[config.mk]
export PLATFORM = sky130hd
export DESIGN_NAME = led_panel_capture
export DESIGN_NICKNAME = d
export VERILOG_FILES = /design/src/rtl/led_panel_capture.sv
export SDC_FILE = /design/constraint.sdc
export NUM_CORES = 2
export LEC_CHECK = 0
export CAP_MARGIN = 15
export CORE_UTILIZATION = 55
export DETAILED_ROUTE_END_ITERATION = 8
export PLACE_DENSITY = 0.71
export SYNTH_ARGS = -nofsm -noshare
export SYNTH_HDL_FRONTEND = slang
export SYNTH_SLANG_ARGS = --single-unit
[constraint.sdc]
create_clock -name clk -period 59.7 [get_ports clk]
set_input_delay 5.97 -clock clk [delete_from_list [all_inputs] [get_ports clk]]
set_output_delay 5.97 -clock clk [all_outputs]
set_load 0.05 [all_outputs]
[src/rtl/led_panel_capture.sv]
// led_panel_capture: panel-side receiver for the LED bit-plane shift/latch protocol.
// Deserialises each latched row and merges it into an 8-bit framebuffer by read-modify-write.
//
// Ports:
//   clk, reset        system clock, asynchronous active-high reset
//   panel_data/clk    serial bit and its shift clock (sampled on the rising edge)
//   panel_latch/addr  end-of-plane pulse and the scan row it belongs to
//   panel_enable_n    output enable; synchronised but not otherwise used
//   fb_rd_addr/data   framebuffer read port (data registered, 1-cycle latency)
//   fb_wr_en/addr/data framebuffer write port
//   busy              row sweep in progress
//   frame_strobe      1-cycle pulse on the plane-7 latch of row 0
//   err_overrun       sticky: latch while a sweep was still running
//   err_length        sticky: bit count at latch differed from DISPLAY_WIDTH
//   err_clear         synchronous clear of both sticky errors
module led_panel_capture #(
    parameter int DISP_ADDR_WIDTH = 4,
    parameter int DISPLAY_WIDTH   = 384,
    parameter int FB_ADDR_WIDTH   = 13,
    parameter int COL_WIDTH       = 9
) (
    input  logic                       clk,
    input  logic                       reset,
    input  logic                       panel_data,
    input  logic                       panel_clk,
    input  logic                       panel_latch,
    input  logic                       panel_enable_n,
    input  logic [DISP_ADDR_WIDTH-1:0] panel_addr,
    output logic [FB_ADDR_WIDTH-1:0]   fb_rd_addr,
    input  logic [7:0]                 fb_rd_data,
    output logic                       fb_wr_en,
    output logic [FB_ADDR_WIDTH-1:0]   fb_wr_addr,
    output logic [7:0]                 fb_wr_data,
    output logic                       busy,
    output logic                       frame_strobe,
    output logic                       err_overrun,
    output logic                       err_length,
    input  logic                       err_clear
);
    localparam int SW = DISP_ADDR_WIDTH + 4;
    localparam logic [COL_WIDTH-1:0] FULL = COL_WIDTH'(DISPLAY_WIDTH);

    typedef enum logic [1:0] {
        S_IDLE,
        S_READ,
        S_WRITE,
        S_DONE
    } state_t;

    // All pins share one synchroniser so they stay cycle-aligned.
    logic [SW-1:0] meta_q, sync_q;

    logic                       s_data, s_clk, s_latch, s_en_n;
    logic [DISP_ADDR_WIDTH-1:0] s_addr;
    logic                       unused_en_n;

    assign {s_data, s_clk, s_latch, s_en_n, s_addr} = sync_q;
    assign unused_en_n = s_en_n;

    state_t                     state_q, state_d;
    logic                       prev_clk_q, prev_clk_d;
    logic                       prev_lat_q, prev_lat_d;
    logic [COL_WIDTH-1:0]       col_q, col_d;
    logic                       ovf_q, ovf_d;
    logic [DISPLAY_WIDTH-1:0]   rowbuf_q, rowbuf_d;
    logic [DISPLAY_WIDTH-1:0]   sweep_q, sweep_d;
    logic [2:0]                 plane_q, plane_d;
    logic [DISP_ADDR_WIDTH-1:0] last_q, last_d;
    logic [COL_WIDTH-1:0]       ncols_q, ncols_d;
    logic [FB_ADDR_WIDTH-1:0]   base_q, base_d;
    logic [COL_WIDTH-1:0]       rdcol_q, rdcol_d;
    logic                       s1_vld_q, s1_vld_d;
    logic [FB_ADDR_WIDTH-1:0]   s1_addr_q, s1_addr_d;
    logic                       s1_bit_q, s1_bit_d;
    logic                       wr_en_q, wr_en_d;
    logic [FB_ADDR_WIDTH-1:0]   wr_addr_q, wr_addr_d;
    logic [7:0]                 wr_data_q, wr_data_d;
    logic                       strobe_q, strobe_d;
    logic                       err_ovr_q, err_ovr_d;
    logic                       err_len_q, err_len_d;

    logic                       rise, lat_edge, sweeping;
    logic                       rd_valid;
    logic [FB_ADDR_WIDTH-1:0]   rd_addr, base_calc;
    logic [2:0]                 plane_nx;
    logic [7:0]                 mask, merged;

    assign rise      = s_clk & ~prev_clk_q;
    assign lat_edge  = s_latch & ~prev_lat_q;
    assign sweeping  = (state_q != S_IDLE);
    assign rd_valid  = (state_q == S_READ) && (rdcol_q < ncols_q);
    assign rd_addr   = base_q + FB_ADDR_WIDTH'(rdcol_q);
    assign base_calc = FB_ADDR_WIDTH'(s_addr) * FB_ADDR_WIDTH'(DISPLAY_WIDTH);
    assign plane_nx  = (s_addr != last_q) ? 3'd0 : plane_q + 3'd1;

    // Plane 0 rewrites the whole pixel so stale upper planes are cleared.
    assign mask   = 8'b1 << plane_q;
    assign merged = (plane_q == 3'd0) ? {7'b0, s1_bit_q}
                  : (fb_rd_data & ~mask) | (s1_bit_q ? mask : 8'h00);

    always_comb begin
        state_d    = state_q;
        prev_clk_d = s_clk;
        prev_lat_d = s_latch;
        col_d      = col_q;
        ovf_d      = ovf_q;
        rowbuf_d   = rowbuf_q;
        sweep_d    = sweep_q;
        plane_d    = plane_q;
        last_d     = last_q;
        ncols_d    = ncols_q;
        base_d     = base_q;
        rdcol_d    = rdcol_q;
        strobe_d   = 1'b0;
        err_ovr_d  = err_clear ? 1'b0 : err_ovr_q;
        err_len_d  = err_clear ? 1'b0 : err_len_q;

        s1_vld_d   = rd_valid;
        s1_addr_d  = rd_valid ? rd_addr : '0;
        s1_bit_d   = rd_valid ? sweep_q[rdcol_q] : 1'b0;
        wr_en_d    = s1_vld_q;
        wr_addr_d  = s1_vld_q ? s1_addr_q : '0;
        wr_data_d  = s1_vld_q ? merged : 8'h00;

        unique case (state_q)
            S_IDLE:  state_d = S_IDLE;
            S_READ: begin
                if (rd_valid)
                    rdcol_d = rdcol_q + COL_WIDTH'(1);
                if (!rd_valid || (rdcol_q + COL_WIDTH'(1) == ncols_q))
                    state_d = S_WRITE;
            end
            S_WRITE: state_d = S_DONE;
            S_DONE:  state_d = S_IDLE;
            default: state_d = S_IDLE;
        endcase

        // A rise coinciding with the latch edge is column 0 of the next plane.
        if (lat_edge) begin
            col_d = '0;
            ovf_d = 1'b0;
            if (rise) begin
                rowbuf_d[0] = s_data;
                col_d       = COL_WIDTH'(1);
            end
        end else if (rise) begin
            if (col_q < FULL) begin
                rowbuf_d[col_q] = s_data;
                col_d           = col_q + COL_WIDTH'(1);
            end else begin
                ovf_d = 1'b1;
            end
        end

        if (lat_edge) begin
            if (col_q != FULL || ovf_q)
                err_len_d = 1'b1;
            if (sweeping) begin
                err_ovr_d = 1'b1;
            end else begin
                sweep_d  = rowbuf_q;
                ncols_d  = col_q;
                base_d   = base_calc;
                plane_d  = plane_nx;
                last_d   = s_addr;
                rdcol_d  = '0;
                strobe_d = (s_addr == '0) && (plane_nx == 3'd7);
                state_d  = S_READ;
            end
        end
    end

    always_ff @(posedge clk or posedge reset) begin
        if (reset) begin
            meta_q     <= '0;
            sync_q     <= '0;
            state_q    <= S_IDLE;
            prev_clk_q <= 1'b0;
            prev_lat_q <= 1'b0;
            col_q      <= '0;
            ovf_q      <= 1'b0;
            rowbuf_q   <= '0;
            sweep_q    <= '0;
            plane_q    <= 3'd0;
            last_q     <= '1;
            ncols_q    <= '0;
            base_q     <= '0;
            rdcol_q    <= '0;
            s1_vld_q   <= 1'b0;
            s1_addr_q  <= '0;
            s1_bit_q   <= 1'b0;
            wr_en_q    <= 1'b0;
            wr_addr_q  <= '0;
            wr_data_q  <= 8'h00;
            strobe_q   <= 1'b0;
            err_ovr_q  <= 1'b0;
            err_len_q  <= 1'b0;
        end else begin
            meta_q     <= {panel_data, panel_clk, panel_latch,
                           panel_enable_n, panel_addr};
            sync_q     <= meta_q;
            state_q    <= state_d;
            prev_clk_q <= prev_clk_d;
            prev_lat_q <= prev_lat_d;
            col_q      <= col_d;
            ovf_q      <= ovf_d;
            rowbuf_q   <= rowbuf_d;
            sweep_q    <= sweep_d;
            plane_q    <= plane_d;
            last_q     <= last_d;
            ncols_q    <= ncols_d;
            base_q     <= base_d;
            rdcol_q    <= rdcol_d;
            s1_vld_q   <= s1_vld_d;
            s1_addr_q  <= s1_addr_d;
            s1_bit_q   <= s1_bit_d;
            wr_en_q    <= wr_en_d;
            wr_addr_q  <= wr_addr_d;
            wr_data_q  <= wr_data_d;
            strobe_q   <= strobe_d;
            err_ovr_q  <= err_ovr_d;
            err_len_q  <= err_len_d;
        end
    end

    assign fb_rd_addr   = rd_valid ? rd_addr : '0;
    assign fb_wr_en     = wr_en_q;
    assign fb_wr_addr   = wr_addr_q;
    assign fb_wr_data   = wr_data_q;
    assign busy         = sweeping;
    assign frame_strobe = strobe_q;
    assign err_overrun  = err_ovr_q;
    assign err_length   = err_len_q;

endmodule

==> results summary <==
After routing, the total negative slack on setup checks comes to 0 ps. The tightest min-delay check is of the reg2reg type. The type of the worst setup path is reg2out. The die width came out at about 270 um. The detail-routed via count per cell came out at between 5 and 6. The maximum fanout along the worst path is 13. The longest individual stage delay on the worst path came out at between 800 and 900 ps. After detailed routing, the number of remaining DRC violations is 0.

The share of the clock period used by the worst path is 17.1%. The first-iteration detailed-routing DRC count came out at approximately 2400. The routability congestion estimate is roughly 0.87.

After layout, the minimum clock period comes to between 10000 and 15000 ps. The initial antenna violation count was 0. For this run, the leading register cell type out of synthesis is dfrtp_1. The die outline area came out at approximately 70000 sq um. The post-synthesis instance area came out at approximately 38000 sq um.

The area share of the largest cell type after synthesis came out at between 50 and 60%. In the final routed layout, each cell accounts on average for around 20 um. Counting flops and latches in the post-synthesis netlist gives 867. Walking the worst path, the cells encountered are ha_1, a21o_1, a2111oi_0, nand2_1, or2_2, inv_1, and2_1, clkdlybuf4s50_1. The worst-case vdd ir drop came out at approximately 20 uV. After synthesis, the share of flip-flops with an asynchronous set or reset is 100%. The clock slew at the register clock pins of the worst setup and hold paths is 60 ps. The number of instances in the synthesized netlist is 3619. The count of final hold-check violations is 0. The floorplan row count came out at 96.

The sequential cell area is roughly 22000 sq um. In this run the remaining antenna-violating nets after routing total 0. The quantity of hold-fixing buffers added after cts is 0. The routed wire length is approximately 90000 um. The insertion delay of the later-clocked pin in the worst-skew pair came out at around 650 ps. 58 I/O pins were placed. Once the clock tree was built, the resizer swapped 0 gates to a different size.

The final layout net count came out at 3624. From bottom edge to top edge, the die measures around 270 um. Setup repair after global routing left no endpoint under its margin. After synthesis, the cell types taking the most area are dfrtp_1 (57%), nand2_1 (12%), mux2_2 (12%), mux4_2 (4.6%), nor2_1 (4.2%). The slew at the pin with the worst max-slew slack came out at between 1000 and 1500 ps. Hold is met by roughly 350 ps. The clock skew after layout is 25.1 ps. The half-perimeter wire length after placement is roughly 50000 um. Data on the critical path arrives at its endpoint at ~4300 ps.

Relative to the synthesized area, the layout overhead comes to 10.9%. In the synthesized netlist, the cells that appear most often are nand2_1 (1248), dfrtp_1 (863), nor2_1 (427). The wire length of the first global-routing pass came out at about 150000 um. The category of the worst setup path capture point is an output port. The sequential-to-total area share from yosys stat is ~57%. The max-capacitance violation count is 0.

The multi-input logic area is 15300 sq um. The TritonCTS buffer count came out at 88. After global routing the overflow that remains totals 0.

After clock tree synthesis, the setup repair step added 0 buffers. The number of nets in the synthesized netlist came out at between 3000 and 4000. The synthesized design spends more area on one cell type than any other, namely dfrtp_1.

The filler cell count in the final layout came out at 5399. The flow ran to the end, and the final reports show no timing, DRC or antenna violations. The most repeated cell in the gate-level netlist after synthesis is nand2_1. The detailed router placed 25700 vias in this run.

The total routing resource utilization after global routing is a little over a quarter. The count of buffers added on input and output ports is 56. The number of enable-type register cells in the synthesized netlist is 0.

The via count of the first global-routing pass came out at around 26000. The total setup violations reported at the end of the flow came out at 0. The level count of the clock H-tree is 3. The TritonCTS clock tree is yes. The slowest stage of the critical path is the clkdlybuf4s50_1 cell.

The final-report max-slew violation count is 0. Counting every sink on the clock net gives 867. The static leakage power is 0.0212 uW. The number of unique standard cell types used by synthesis is 65. The power density over the cells is ~31 nW/um^2. The maximum clock frequency came out at between 0.09 and 0.1 GHz. The CTS root buffer is clkbuf_16. The maximum number of pins on one net before global-route repair is between 200 and 250. The mean instance size in the synthesized netlist came out at 10.5 sq um. The ratio of cells with drive above 1 in the final layout is between 10% and 20%. For this run, the detailed router's first-pass iteration total came to 5. The worst pin sits at a relative slew slack of around a fifth.

The number of buffers and inverters on the critical path is 2. The maximum count of clock buffers along a single path is 3. The initial utilization of the core area, before any placement, comes to between 50% and 60%. The worst endpoint required time came out at ~54000 ps.

During synthesis, Yosys emitted a total of 0 warnings. Broken down by cell family, the worst path's largest delay share belongs to buffers and inverters. The total area inside the core boundary comes to between 60000 and 70000 sq um. STA classifies the critical path startpoint as a register.
cell usage in the layout, fill, tap and decap left out, drive strengths merged, types with 9 or more instances in the layout:
cell type         n
nand2          1248
mux4             90
nand4             9
clkdlybuf4s50    56
xor2             16
o21ai            30
nor2b            17
nor3             14
and2             28
dfrtp           863
inv              31
nand3            27
mux2i            37
xnor2            18
clkbuf          130
mux2            394
nor2            427
clkinv           22
a21oi            14
ha               30
buf              47
kinds of logic (layout without fill, tap and decap cells):
family	Yosys count	in the layout	share of synthesized area, %
mux	521	521	18.1
flops	867	867	56.9
compound gates	94	94	1.63
xor+xnor	34	34	0.781
fa+ha+maj	32	32	1.09
simple gates	1801	1801	18.5
other cells	0	1	0
buf+inv	270	295	2.99
cell type report:
class                      instances  share of cell area, %
antenna                            1                0.00592
clock buffer                     130                   6.31
clock inverter                    31                  0.758
inverter                          31                  0.293
multi-input combinational       2482                   36.2
sequential                       867                   51.4
tap                              931                   2.76
timing repair buffer             103                   2.31
metal layers:
layer  up-vias  track usage (%)  wire (um)
met4         0             8.09       2390
li1      11700                -          -
met5         -                0          0
met2       756             41.8      42400
met3       159             4.06       5580
met1     13100             38.1      40000
where the power goes:
group	switching, uW	leakage [uW]	internal, uW	total, uW
combinational	109	0.00768	44.2	153
clock	232	0.00148	331	563
sequential	12.9	0.0120	600	613
sequential cells by signal (all words and copies together), names as in the netlist, 2 cells and up:
| signal | cells |
|---|---|
| rowbuf_q | 384 |
| sweep_q | 384 |
| fb_wr_addr | 13 |
| s1_addr_q | 13 |
| col_q | 9 |
| ncols_q | 9 |
| rdcol_q | 9 |
| fb_wr_data | 8 |
| meta_q | 7 |
| sync_q | 7 |
| base_q | 6 |
| last_q | 4 |
| plane_q | 3 |
| state_q | 2 |
metrics by stage:
stage               instances  area (sq um)  util (%)  power [uW]  setup slack [ps]
global route             4575         42200      61.6        1380             49360
floorplan                3619         38100         -         735             29370
CTS                      4575         42200      61.6        1340             49470
finish                   4576         42200      61.6        1330             49470
global placement         4414         39300      57.2         777             49990
detailed placement       4414         39300      57.2         778             49980
worst paths after layout:
| kind | from | end | slack [ps] | cells after the start |
|---|---|---|---|---|
| worst max-delay path | rdcol_q[6] | fb_rd_addr[7] | 49470 | 8 |
| min in group asynchronous | reset | fb_wr_addr[4] | 5840 | 2 |
| worst max register to register | rdcol_q[1] | s1_bit_q | 55280 | 8 |
| max in group asynchronous | reset | rowbuf_q[27] | 50840 | 5 |
| worst min register to register | meta_q[2] | sync_q[2] | 350 | 0 |
| worst min-delay path | meta_q[2] | sync_q[2] | 350 | 0 |
Note: power is estimated with default switching activity, not from simulation.
